--- src/rtl/wordle_pkg.sv ---
// Shared types and defaults for the word-guessing round controller.
package wordle_pkg;
  localparam int NUM_SLOTS        = 4;
  localparam int DEF_MAX_ATTEMPTS = 6;
  localparam int DEF_NUM_WORDS    = 20;
  localparam int DEF_FLASH_DIV    = 22;

  // Encoding doubles as the display select; CHECK is never shown as itself.
  typedef enum logic [2:0] {
    ST_IDLE   = 3'd0,
    ST_ENTRY  = 3'd1,
    ST_RESULT = 3'd2,
    ST_WIN    = 3'd3,
    ST_LOSE   = 3'd4,
    ST_CHECK  = 3'd5
  } state_t;

  function automatic logic [2:0] disp_of(state_t s);
    return (s == ST_CHECK) ? 3'(ST_ENTRY) : 3'(s);
  endfunction
endpackage

--- src/rtl/btn_edge.sv ---
// Two-flop synchronizer on an active-low button plus falling-edge pulse.
module btn_edge (
  input  logic clk,
  input  logic rst,
  input  logic btn_n,
  output logic press
);
  // [0] metastable, [1] synchronized, [2] previous synchronized value
  logic [2:0] sync;

  always_ff @(posedge clk or posedge rst)
    if (rst) sync <= '1;
    else     sync <= {sync[1:0], btn_n};

  assign press = sync[2] & ~sync[1];
endmodule

--- src/rtl/wordle_round_ctrl.sv ---
// Round controller: word pick, letter entry, guess scoring, win/lose display.
module wordle_round_ctrl
  import wordle_pkg::*;
#(
  parameter int MAX_ATTEMPTS = DEF_MAX_ATTEMPTS,
  parameter int NUM_WORDS    = DEF_NUM_WORDS,
  parameter int FLASH_DIV    = DEF_FLASH_DIV
) (
  input  logic       clk,
  input  logic       reset,
  input  logic       enter,
  input  logic       letter_valid,
  input  logic [3:0] match,
  output logic [4:0] word_idx,
  output logic       word_load,
  output logic       slot_wr,
  output logic [1:0] slot_idx,
  output logic [2:0] disp_mode,
  output logic [2:0] attempts,
  output logic [3:0] match_led,
  output logic       bad_letter,
  output logic       win,
  output logic       lose,
  output logic       flash
);
  localparam int FCW = (FLASH_DIV > 1) ? $clog2(FLASH_DIV) : 1;
  localparam logic [1:0] LAST_SLOT = 2'(NUM_SLOTS - 1);

  state_t         state;
  logic           press;
  logic [FCW-1:0] flash_cnt;
  logic [2:0]     att_nxt;

  btn_edge u_enter (.clk(clk), .rst(reset), .btn_n(enter), .press(press));

  assign att_nxt = (attempts == 3'(MAX_ATTEMPTS)) ? attempts : attempts + 3'd1;

  always_ff @(posedge clk or posedge reset) begin
    if (reset) begin
      state      <= ST_IDLE;
      disp_mode  <= disp_of(ST_IDLE);
      word_idx   <= '0;
      slot_idx   <= '0;
      attempts   <= '0;
      match_led  <= '0;
      word_load  <= 1'b0;
      slot_wr    <= 1'b0;
      bad_letter <= 1'b0;
      win        <= 1'b0;
      lose       <= 1'b0;
      flash      <= 1'b0;
      flash_cnt  <= '0;
    end else begin
      word_load  <= 1'b0;
      slot_wr    <= 1'b0;
      bad_letter <= 1'b0;
      case (state)
        ST_IDLE:
          if (press) begin
            word_load <= 1'b1;
            slot_idx  <= '0;
            state     <= ST_ENTRY;
            disp_mode <= disp_of(ST_ENTRY);
          end else begin
            word_idx <= (word_idx == 5'(NUM_WORDS - 1)) ? '0 : word_idx + 5'd1;
          end
        ST_ENTRY:
          // slot_wr is shown alongside the slot it writes; the index moves on
          // in the cycle the pulse is visible.
          if (slot_wr) begin
            if (slot_idx == LAST_SLOT) begin
              state     <= ST_CHECK;
              disp_mode <= disp_of(ST_CHECK);
            end else begin
              slot_idx <= slot_idx + 2'd1;
            end
          end else if (press) begin
            if (letter_valid) slot_wr    <= 1'b1;
            else              bad_letter <= 1'b1;
          end
        ST_CHECK: begin
          match_led <= match;
          attempts  <= att_nxt;
          if (match == 4'b1111) begin
            state     <= ST_WIN;
            disp_mode <= disp_of(ST_WIN);
            win       <= 1'b1;
            flash     <= 1'b0;
            flash_cnt <= '0;
          end else if (att_nxt == 3'(MAX_ATTEMPTS)) begin
            state     <= ST_LOSE;
            disp_mode <= disp_of(ST_LOSE);
            lose      <= 1'b1;
          end else begin
            state     <= ST_RESULT;
            disp_mode <= disp_of(ST_RESULT);
          end
        end
        ST_RESULT:
          if (press) begin
            slot_idx  <= '0;
            state     <= ST_ENTRY;
            disp_mode <= disp_of(ST_ENTRY);
          end
        ST_WIN, ST_LOSE:
          if (press) begin
            attempts  <= '0;
            match_led <= '0;
            win       <= 1'b0;
            lose      <= 1'b0;
            flash     <= 1'b0;
            state     <= ST_IDLE;
            disp_mode <= disp_of(ST_IDLE);
          end else if (state == ST_WIN) begin
            if (flash_cnt == FCW'(FLASH_DIV - 1)) begin
              flash_cnt <= '0;
              flash     <= ~flash;
            end else begin
              flash_cnt <= flash_cnt + FCW'(1);
            end
          end
        default: begin
          state     <= ST_IDLE;
          disp_mode <= disp_of(ST_IDLE);
        end
      endcase
    end
  end
endmodule

--- config.mk ---
export PLATFORM = sky130hd
export DESIGN_NAME = wordle_round_ctrl
export DESIGN_NICKNAME = d
export VERILOG_FILES = /design/src/rtl/wordle_pkg.sv /design/src/rtl/btn_edge.sv /design/src/rtl/wordle_round_ctrl.sv
export SDC_FILE = /design/constraint.sdc
export NUM_CORES = 1
export LEC_CHECK = 0
export BUFFER_PORTS_ARGS = -buffer_cell sky130_fd_sc_hd__buf_2
export CAP_MARGIN = 20
export CORE_UTILIZATION = 51
export CTS_BUF_LIST = sky130_fd_sc_hd__clkbuf_8
export CTS_CLUSTER_SIZE = 16
export DETAILED_ROUTE_END_ITERATION = 6
export PLACE_DENSITY = 0.78
export SYNTH_ARGS = -nofsm -noshare
export SYNTH_HDL_FRONTEND = slang
export SYNTH_SLANG_ARGS = --single-unit
export TNS_END_PERCENT = 50
--- constraint.sdc ---
create_clock -name clk -period 1.7 [get_ports clk]
set_input_delay 0 -clock clk [delete_from_list [all_inputs] [get_ports clk]]
set_output_delay 0 -clock clk [all_outputs]
set_load 0.005 [all_outputs]
# [Word-level counts from Yosys, hierarchy flattened]
# Index checks and enable logic that the tools add are counted.
[word_totals] register_bits=34 inputBits=8 wordCells=103 out_inout_bits=23
[classes] n_eq_ne=23 reduce_logical=13 bitwise_logic=4 n_addsub=4 mux=45
[ops] operator="3-bit 2-to-1 mux" n=9
[ops] operator="5-bit 2-to-1 mux" n=5
[ops] operator="3-bit case mux with 4 select lines" n=2
[ops] operator="4-bit AND reduction" n=5
[ops] operator="1-bit 2-to-1 mux" n=18
[ops] operator="2-bit inequality test (second input constant)" n=9
[ops] operator="3-bit equality test (second input constant)" n=4
[ops] operator="5-bit by 1-bit adder with 5-bit output (second input constant)" n=2
[ops] operator="5-bit equality test (second input constant)" n=2
[ops] operator="5-bit case mux with 2 select lines" n=1
[ops] operator="4-bit case mux with 2 select lines" n=1
[ops] operator="3-bit by 2-bit equality test with 1-bit output (second input constant)" n=2
[ops] operator="2-bit 2-to-1 mux" n=3
[ops] operator="3-bit inequality test (second input constant)" n=2
[ops] operator="1-bit case mux with 2 select lines" n=3
[ops] operator="3-bit case mux with 2 select lines" n=1
[ops] operator="4-bit equality test (second input constant)" n=1
[ops] operator="4-bit 2-to-1 mux" n=1
[ops] operator="2-bit case mux with 2 select lines" n=1
[ops] operator="2-bit AND reduction" n=2
[ops] operator="2-bit nonzero test" n=2
[ops] operator="2-bit OR reduction" n=2
[ops] operator="3-bit by 1-bit adder with 3-bit output (second input constant)" n=1
[ops] operator="3-bit by 1-bit equality test with 1-bit output (second input constant)" n=1
[ops] operator="other kinds (7)" n=9

# [Logic depth before layout (Yosys ltp)]
# Gate-level depths: netlist (run 1).
[logic_depth] depth_word=6 mapped_depth=6 depth_no_buf=6

# [By module]
# A second synthesis (run 1) with hierarchy kept.
[unflattened] hier_cells=167 area_unflattened_um2=1717.9
[by_module_without_submodules] mod="wordle_round_ctrl" cells_each=162 area_per_inst_um2=1621.6 seq_area_each_um2=775.7 n_inst=1
[by_module_without_submodules] mod="btn_edge" cells_each=5 area_per_inst_um2=96.3 seq_area_each_um2=78.8 n_inst=1

# [Worst setup path after synthesis (run 1)]
# OpenSTA, ideal clock, no wires.
[synth_path] kind="reg-to-reg" startpoint="register attempts[0]" endpoint="register lose" setup_time_ns=0.077 stages_incl_launch_ff=7 t_arrival_ns=1.541 path_slack_ns=0.081 required_ns=1.623 n_path_buf=0 period_less_slack_ns=1.619 path_cell_list="dfrtp_1 -> inv_1 -> ha_1 -> or3b_1 -> a31oi_1 -> nand4_1 -> a21oi_1"
[synth_between] elab_chain_cells=5 word_cells_on_any_way=6 classes_between="1 x add/sub; 3 x eq/ne; 1 x mux; 1 x reduce/logical"
[synth_rtl] element="from (decl)" line_no="wordle_round_ctrl.sv:19" text="output logic [2:0] attempts,"
[synth_rtl] element="from (signal assigned)" line_no="wordle_round_ctrl.sv:83" text="attempts <= att_nxt;"
[synth_rtl] element="3-bit by 1-bit adder with 3-bit output / 3-bit equality test (equally long branches)" line_no="wordle_round_ctrl.sv:36" text="assign att_nxt = (attempts == 3'(MAX_ATTEMPTS)) ? attempts : attempts + 3'd1;"
[synth_rtl] element="3-bit 2-to-1 mux (*)" line_no="wordle_round_ctrl.sv:36"
[synth_rtl] element="3-bit equality test (*)" line_no="wordle_round_ctrl.sv:90" text="end else if (att_nxt == 3'(MAX_ATTEMPTS)) begin"
[synth_rtl] element="2-bit inequality test (no source line) (*)"
[synth_rtl] element="4-bit AND reduction (no source line) (*)"
[synth_rtl] element="to (signal assigned)" line_no="wordle_round_ctrl.sv:50" text="lose <= 1'b0;"
[synth_rtl] element="to (signal assigned)" line_no="wordle_round_ctrl.sv:93" text="lose <= 1'b1;"
[synth_rtl] element="to (signal assigned)" line_no="wordle_round_ctrl.sv:110" text="lose <= 1'b0;"
[synth_rtl] element="to (decl)" line_no="wordle_round_ctrl.sv:23" text="output logic lose,"
# Every way passes the cells marked *; elsewhere a longest branch is shown, timed or not.
# A chain may end at the register's enable or synchronous reset.

# [Worst setup path in the final report (run 1)]
[layout_path] startpoint="register attempts[0]" endpoint="register state[2]"
[layout_between] elab_chain_cells=6 word_cells_on_any_way=7 classes_between="1 x add/sub; 2 x eq/ne; 4 x mux"
[layout_rtl] element="3-bit by 1-bit adder with 3-bit output / 3-bit equality test (equally long branches)" line_no="wordle_round_ctrl.sv:36"
[layout_rtl] element="3-bit 2-to-1 mux (*)" line_no="wordle_round_ctrl.sv:36"
[layout_rtl] element="3-bit equality test (*)" line_no="wordle_round_ctrl.sv:90"
[layout_rtl] element="3-bit 2-to-1 mux (*)" line_no="wordle_round_ctrl.sv:90"
[layout_rtl] element="3-bit 2-to-1 mux (*)" line_no="wordle_round_ctrl.sv:84" text="if (match == 4'b1111) begin"
[layout_rtl] element="3-bit case mux with 4 select lines (*)" line_no="wordle_round_ctrl.sv:57" text="case (state)"
[layout_rtl] element="to (signal assigned)" line_no="wordle_round_ctrl.sv:62" text="state <= ST_ENTRY;"
[layout_rtl] element="to (signal assigned)" line_no="wordle_round_ctrl.sv:85" text="state <= ST_WIN;"
[layout_rtl] element="to (signal assigned)" line_no="wordle_round_ctrl.sv:91" text="state <= ST_LOSE;"
[layout_rtl] element="to (decl)" line_no="wordle_round_ctrl.sv:29" text="state_t state;"
# Marked as above.

==> impl_metrics.ini, run 1 <==
[global_routing]
grt_max_degree = 34
antenna_found_initial = 0
grtUsageTotal = 0.245
globalRouteOverflowTotal = 0
grt_pass1_wl_mm = 6.27
grt_pass1_vias = 1433

[layout]
final_cell_mix = 30 x buf_2, 26 x dfrtp_1, 13 x inv_1
finalNonFillerCells = 260
area_growth_syn_to_layout_pct = 29.8
final-seq-area_sq_um = 835
diodes = 0
drive_gt1_frac = 0.347
nNetsFinal = 229
nFillCells = 263
layout_commonest_cell = buf_2
multi_input_area_sq_um = 826

[logic_synthesis]
synth_flop_cell = dfrtp_1
ys_types = 44
yosys_warnings = 0
synth_edf_count = 0
syn_area_sq_mm = 0.00168
synth-seq-area-share = 0.493
syn_area_per_cell_sq_um = 10.1
postSynthCellCount = 166
synth_seq_cells = 33
syn-num-nets = 180
async_flop_share = 1.00

[job]
maxCapViolations = 0

[critical_path]
crit_type = flip-flop to flip-flop
start_kind = flip-flop
critPathMaxFanout = 5
endpoint_kind = flip-flop
r2r-start = attempts[0]
setup.worst_path.start = attempts[0]
required_ns = 1.90
cp.arrival_ns = 1.88

[routing]
dr.pass1.iters = 4
num_vias = 1451
postRouteAntennaNets = 0
routedWlPerCell_microns = 14.6
drt-initial-drc-count = 65
drt-total-wl_mm = 3.80
drc_errors = 0
vias_per_cell = 5.58

[pwr]
combinationalPowerShare = 0.321
intPower_mw = 1.94
leakagePower_nw = 1.02
clkPwrFrac = 0.261
pwr-share-seq = 0.418
finalPower_mw = 2.86
p_sw_frac = 0.322
max-vdd-ir-drop_mv = 0.866
p_switching_uw = 922
p_per_area_mw_per_mm2 = 1310

[timing]
fin_crit_ns = 1.68
worst_pin_slew_ns = 0.468
max_freq_mhz = 595
post-route-period-util = 0.988
finalHoldViolCount = 0
slew_viol_final = 0
setup_violations = 0
slew-limit-headroom = 0.686
rsz0062_at_grt = yes
finClkSkew_ns = 0.00555

[clocking]
cts_buffer_depth = 2
numCtsBuffers = 5
cts_sinks = 33
cts_tree = yes
clk_pin_slew_ns = 0.07
insertion_delay_ns = 0.28
cts-root-buf = clkbuf_8
htree_levels = 2

[placed_design]
dp_cells = 244
routabilityCongestion = 0.733
io_buffers = 30
hpwl_mm = 2.61

[die]
ios = 31
die_x_microns = 59.4
die_area_sq_mm = 0.00353
die_y_microns = 59.4
core_area_sq_mm = 0.00310
start_util = 0.542
rows = 20

[min_path]
hold_class = primary input to asynchronous set/reset pin

[status]
status = finished, final reports clean
[worst paths after layout]
path | end | slack, ns | depth (start not counted)
max in group asynchronous | u_enter.sync[0] | 1.01 | 4
worst min register to register | u_enter.sync[1] | 0.36 | 0
worst min-delay path | word_idx[2] | 0.35 | 4
worst max register to register | state[2] | 0.02 | 5
worst max-delay path | state[2] | 0.02 | 5
min in group clk | u_enter.sync[1] | 0.36 | 0
[logic make-up (layout without fill, tap and decap cells)]
group	after synthesis	count (layout)	synth area share
adders and majority gates	6	6	0.0446
muxes	5	5	0.0327
DFF	33	33	0.493
buffers and inverters	19	69	0.0469
xor gates and xnor gates	1	1	0.00521
and+or+nand+nor	53	53	0.176
AOI/OAI and AO/OA	49	49	0.202
[area by class of cell]
type / count / share of cell area
clock buffer: 6 / 0.0378
clock inverter: 2 / 0.0155
inverter: 13 / 0.0223
multi-input combinational: 114 / 0.378
sequential: 33 / 0.382
tap: 44 / 0.0252
timing repair buffer: 48 / 0.139
[Yosys cell counts, types with 2 or more instances]
| cell type | n | area share |
|---|---|---|
| dfstp_2 | 3 | 0.047 |
| a31oi_1 | 4 | 0.015 |
| o32a_1 | 2 | 0.012 |
| nand3_1 | 6 | 0.018 |
| nor2b_1 | 3 | 0.011 |
| a211oi_1 | 2 | 0.0089 |
| nand4_1 | 3 | 0.011 |
| mux2_2 | 4 | 0.027 |
| nand2_1 | 9 | 0.020 |
| ha_1 | 6 | 0.045 |
| nand2b_1 | 5 | 0.019 |
| a22oi_1 | 3 | 0.013 |
| clkbuf_1 | 2 | 0.0045 |
| o22ai_1 | 3 | 0.011 |
| o21ai_0 | 11 | 0.033 |
| a21oi_1 | 12 | 0.036 |
| buf_2 | 3 | 0.0089 |
| inv_1 | 13 | 0.029 |
| nor2_1 | 12 | 0.027 |
| dfrtp_1 | 30 | 0.45 |
| and2_1 | 2 | 0.0074 |
| a22o_1 | 6 | 0.031 |
[stage by stage]
stage                     area, sq um  hold slack, ns  setup WS (ns)  utilization  TNS (ns)
final                            2180           0.353         0.0197        0.704         0
after global routing             2180           0.365        -0.0521        0.704   -0.0946
after CTS                        2130           0.356       0.000306        0.687         0
after detailed placement         1930           0.112        -0.0206        0.623   -0.0335
after global placement           1930           0.101         0.0267        0.623         0
after floorplan                  1680         0.00448         0.0812            -         0
[timing repair]
action	CTS	global route
setup endpoints to repair	5	22
hold buffers	7	0
hold endpoints to repair	37	0
resized for setup	3	15
pin swaps	1	1
buffers inserted	0	1
[critical path: stages (launching register included)]
cell     delay, ns
dfrtp_2       0.45
ha_4          0.19
or3b_1        0.37
a31oi_1       0.21
nand4_1       0.19
a31oi_1       0.18
[state kept, by name, indices dropped and copies added (netlist names)]
| name | cells |
|---|---|
| flash_cnt | 5 |
| match_led | 4 |
| bad_letter | 1 |
| slot_wr | 1 |
| u_enter.sync | 3 |
| attempts | 3 |
| win | 1 |
| word_idx | 5 |
| disp_mode | 2 |
| word_load | 1 |
| state | 3 |
| lose | 1 |
| flash | 1 |
| slot_idx | 2 |
[per-layer routing]
metal | part of all wire | GRT usage | wire (microns) | up-vias
met5 | 0 | 0 | 0 | -
li1 | - | - | - | 697
met2 | 0.51 | 0.427 | 1960 | 39
met3 | 0.037 | 0.0524 | 142 | 6
met4 | 0.016 | 0.126 | 60 | 0
met1 | 0.43 | 0.281 | 1640 | 709
[power by group through the flow]
stage | logic [mW] | registers (mW) | clock network, mW
3_5_place_dp | 0.861 | 1.19 | 0
2_1_floorplan | 0.530 | 1.17 | 0
5_1_grt | 1.02 | 1.23 | 0.797
6_report | 0.918 | 1.20 | 0.746
3_3_place_gp | 0.823 | 1.17 | 0
4_1_cts | 0.896 | 1.18 | 0.764
No activity file was read; power rests on OpenSTA's default activity.
==> run 2, diff against run 1 <==
- SKIP_LAST_GASP: not set -> 1
- clock period: 1.7 -> 1.4 ns (I/O delays scaled with it)
==> run 2 against run 1 <==
The flow now finishes with violations (setup timing). Sequential power up 19%. Cell area increased by 21%. Wire length up 25%. Utilization increased by 14 points. Register-to-register slack worse by 0.30 ns. Power increased by 35%. Setup slack worse by 0.30 ns. Largest power group is now combinational cells.
==> impl_metrics.ini, run 2 (synthesized netlist as in run 1, its figures left out) <==
[status]
status = finished, violations left
failed_checks = setup timing

[routing]
dr.pass1.iters = 4
drt-initial-drc-count = 108
vias_per_cell = 5.57
postRouteAntennaNets = 0
routedWlPerCell_microns = 15.9
drc_errors = 0
num_vias = 1670
drt-total-wl_mm = 4.76

[placed_design]
dp_cells = 271
io_buffers = 30
routabilityCongestion = 0.820
hpwl_mm = 2.78

[layout]
final_cell_mix = 36 x buf_4, 30 x buf_2, 27 x dfrtp_1
diodes = 0
drive_gt1_frac = 0.516
top_regs = flash_cnt x5, word_idx x5, match_led x4
area_growth_syn_to_layout_pct = 56.5
nNetsFinal = 269
layout_commonest_cell = buf_4
nFillCells = 157
finalNonFillerCells = 300

[timing]
finalHoldViolCount = 0
finClkSkew_ns = 0.0149
post-route-period-util = 1.20
slew-limit-headroom = 0.724
rsz0062_at_grt = yes
tns_ns = -2.41
fin_crit_ns = 1.68
worst_pin_slew_ns = 0.415
slew_viol_final = 0
fin_ws_ns = -0.285
max_freq_mhz = 593
setup_violations = 26

[min_path]
hold_class = primary input to flip-flop

[global_routing]
grt_pass1_wl_mm = 7.22
grt_pass1_vias = 1632
antenna_found_initial = 0
grt_use_met1 = 0.320
met2_usage = 0.488
met3_usage = 0.0721
globalRouteOverflowTotal = 0
busiest_layer = met2
grt_max_degree = 34
grtUsageTotal = 0.284

[clocking]
clk_pin_slew_ns = 0.06
numCtsBuffers = 5
cts_sinks = 33
insertion_delay_ns = 0.30
htree_levels = 2
cts-root-buf = clkbuf_8
cts_buffer_depth = 2
cts_tree = yes

[die]
core_area_sq_mm = 0.00310
die_y_microns = 59.4
die_x_microns = 59.4
start_util = 0.542
ios = 31
rows = 20
die_area_sq_mm = 0.00353

[pwr]
leakagePower_nw = 1.27
max-vdd-ir-drop_mv = 0.995
p_per_area_mw_per_mm2 = 1470

[critical_path]
crit_type = flip-flop to flip-flop
cp.arrival_ns = 1.89
start_kind = flip-flop
required_ns = 1.61
critPathMaxFanout = 4
endpoint_kind = flip-flop

[job]
maxCapViolations = 0
==> run 2: changes by cell type in the layout (fill, tap and decap cells not counted), moves of 3 or more <==
cell	before	now
buf_4	11	36
buf_6	0	16
mux2_2	4	0
mux2_4	0	4
o21ai_0	10	5
o21ai_2	0	3
==> run 2: area by class of cell <==
| class | instances | area (sq um) | share of cell area |
|---|---|---|---|
| well taps | 44 | 55.1 | 0.0209 |
| flip-flops and latches | 33 | 833 | 0.317 |
| multi-input cells | 114 | 953 | 0.362 |
| repair buffers | 88 | 661 | 0.251 |
| inverters | 13 | 48.8 | 0.0185 |
| clock inverters | 3 | 12.5 | 0.00475 |
| clock buffers | 5 | 68.8 | 0.0261 |
==> run 2: worst max-delay path, cell delays in order, from the launching register on <==
cell	delay (ns)
dfrtp_1	0.41
ha_2	0.21
or3b_4	0.41
a31oi_4	0.20
nand4_1	0.19
a21oi_1	0.19
==> run 2: per-stage QoR <==
step                       util  setup slack (ns)  cell area, sq um  hold WS, ns  total power, mW
after floorplan               -            -0.164              1700      0.00448             2.09
after global routing      0.848            -0.354              2630       0.0202             4.09
after detailed placement  0.692            -0.275              2150        0.107             2.72
after global placement    0.692            -0.229              2150        0.102             2.65
after CTS                 0.795            -0.271              2470       0.0201             3.59
final                     0.848            -0.285              2630       0.0169             3.86
==> run 2: final timing paths <==
path | from | endpoint | slack [ns] | cells after the start
max in group asynchronous | reset | u_enter.sync[1] | 0.72 | 4
max reg2reg | attempts[0] | lose | -0.28 | 5
max | attempts[0] | lose | -0.28 | 5
min reg2reg | u_enter.sync[0] | u_enter.sync[1] | 0.36 | 0
min | match[2] | match_led[2] | 0.02 | 2
min in group asynchronous | reset | word_idx[0] | 0.33 | 4
==> run 2: report_power, final <==
group | internal (mW) | switching (mW) | leakage [nW] | total, mW
sequential | 1.20 | 0.229 | 0.409 | 1.43
combinational | 0.988 | 0.750 | 0.811 | 1.74
clock | 0.334 | 0.360 | 0.0505 | 0.694
==> run 2: repair_timing <==
| item | in CTS | in global routing |
|---|---|---|
| endpoints found under the hold margin | 36 | 0 |
| endpoints found under the setup margin | 29 | 29 |
| pin swaps | 15 | 21 |
| hold buffers | 6 | 0 |
| buffers inserted | 10 | 6 |
| gates resized for setup | 27 | 33 |
==> run 2: layer usage <==
layer,vias up,routed length [microns]
li1,780,-
met1,814,1950
met2,68,2520
met3,8,240
met4,0,51
met5,-,0
==> run 3, diff against run 2 <==
- CORE_MARGIN: not set -> 10
==> run 3 against run 2 <==
The run still ends with setup timing left. Via count decreased by 4.6%. Utilization decreased by 7.7 points. Cell area decreased by 9.1%. Maximum frequency increased by 4.2%. Sequential share of layout area increased by 3.1 points. Flip-flop and latch count unchanged. Power decreased by 5.1%. Critical path depth unchanged. Combinational power decreased by 17%. Largest cell class is now flip-flops and latches.
==> impl_metrics.ini, run 3 (synthesized netlist as in run 1, its figures left out) <==
[clocking]
cts_tree = yes
insertion_delay_ns = 0.29
clk_pin_slew_ns = 0.07
cts-root-buf = clkbuf_8
cts_sinks = 33
numCtsBuffers = 5
cts_buffer_depth = 2
htree_levels = 2

[layout]
nFillCells = 233
stdcell_area_sq_mm = 0.00239
drive_gt1_frac = 0.425
final_cell_mix = 42 x buf_4, 30 x buf_2, 28 x dfrtp_1
top_regs = flash_cnt x5, word_idx x5, match_led x4
area_growth_syn_to_layout_pct = 42.3
diodes = 0
finalNonFillerCells = 291
layout_commonest_cell = buf_4
nNetsFinal = 260

[routing]
routedWlPerCell_microns = 15.1
num_vias = 1594
vias_per_cell = 5.48
dr.pass1.iters = 4
drt-initial-drc-count = 105
drt-total-wl_mm = 4.38
postRouteAntennaNets = 0
drc_errors = 0

[critical_path]
reg2reg_to = lose
rr_worst_depth = 5
start_kind = flip-flop
crit_type = flip-flop to flip-flop
critPathMaxFanout = 3
r2r-start = attempts[1]
cp.arrival_ns = 1.83
endpoint_kind = flip-flop
required_ns = 1.62
reg2reg_setup_slack_ns = -0.22

[pwr]
max-vdd-ir-drop_mv = 0.861
leakagePower_nw = 1.17
finalPower_mw = 3.67
p_per_area_mw_per_mm2 = 1530

[timing]
finalHoldViolCount = 0
rsz0062_at_grt = yes
slew_viol_final = 0
tns_ns = -2.91
fin_crit_ns = 1.62
max_freq_mhz = 618
post-route-period-util = 1.15
worst_pin_slew_ns = 0.407
holdWs_ns = 0.355
finClkSkew_ns = 0.00906
fin_ws_ns = -0.217
slew-limit-headroom = 0.729
setup_violations = 26

[min_path]
holdPathEnd = u_enter.sync[0]
min-delay-start = enter
whs_path_depth = 2
hold_class = primary input to flip-flop

[job]
maxCapViolations = 0

[global_routing]
grt_pass1_wl_mm = 7.37
grt_max_degree = 34
globalRouteOverflowTotal = 0
antenna_found_initial = 0
grt_pass1_vias = 1682
grtUsageTotal = 0.147

[die]
die_x_microns = 77.4
ios = 31
rows = 20
die_area_sq_mm = 0.00599
start_util = 0.542
die_y_microns = 77.4
core_area_sq_mm = 0.00310

[placed_design]
placed_area_sq_mm = 0.00214
io_buffers = 30
dp_cells = 270
routabilityCongestion = 0.853
hpwl_mm = 3.18

[status]
failed_checks = setup timing
status = finished, violations left
## run 3: changes by cell type in the layout (fill, tap and decap cells not counted), sizes merged
cell,change
buf,-10
clkbuf,+2
inv,-2
dlygate4sd3,+1
## run 3: where the power goes
part / switching, mW / internal (mW)
logic: 0.624 / 0.819
registers: 0.221 / 1.20
clock network: 0.357 / 0.444
## run 3: per-stage QoR
step	utilization	setup slack [ns]
floorplan	-	-0.164
global placement	0.690	-0.158
detailed placement	0.690	-0.236
CTS	0.759	-0.192
global route	0.771	-0.286
finish	0.771	-0.217
## run 3: area by class of cell
cell class,instances,area [sq um],area share
Clock inverter,1,5.00,0.00209
Inverter,13,48.8,0.0204
Sequential cell,33,832,0.348
Multi-Input combinational cell,114,820,0.343
Tap cell,44,55.1,0.0230
Timing Repair Buffer,79,536,0.224
Clock buffer,7,96.3,0.0403
## run 3: timing repair
| action | 4_1_cts | 5_1_grt |
|---|---|---|
| cloned | 0 | 0 |
| hold endpoints to repair | 37 | 0 |
| hold buffers | 7 | 0 |
| pin swaps | 4 | 3 |
| resized for setup | 6 | 3 |
| endpoints found under the setup margin | 29 | 29 |
| setup buffers | 3 | 3 |
## run 3: worst max path at each step
stage	startpoint	end	cells past startpoint
6_report	attempts[1]	lose	5
5_1_grt	attempts[0]	lose	6
4_1_cts	attempts[1]	state[2]	5
3_5_place_dp	u_enter.sync[1]	flash_cnt[3]	4
3_3_place_gp	u_enter.sync[1]	flash_cnt[3]	4
2_1_floorplan	attempts[0]	state[2]	6
## run 3: worst max-delay path: stages (launching register included)
cell	delay, ns
dfrtp_1	0.40
ha_2	0.19
or3b_1	0.38
a31oi_1	0.22
nand4_1	0.19
a21oi_1	0.18
## run 3: layer usage
metal / vias to the layer above / share of wire / track usage
met4: 0 / 0.026 / 0.0712
met3: 14 / 0.060 / 0.0599
met5: - / 0 / 0
li1: 759 / - / -
met2: 50 / 0.50 / 0.260
met1: 771 / 0.41 / 0.148
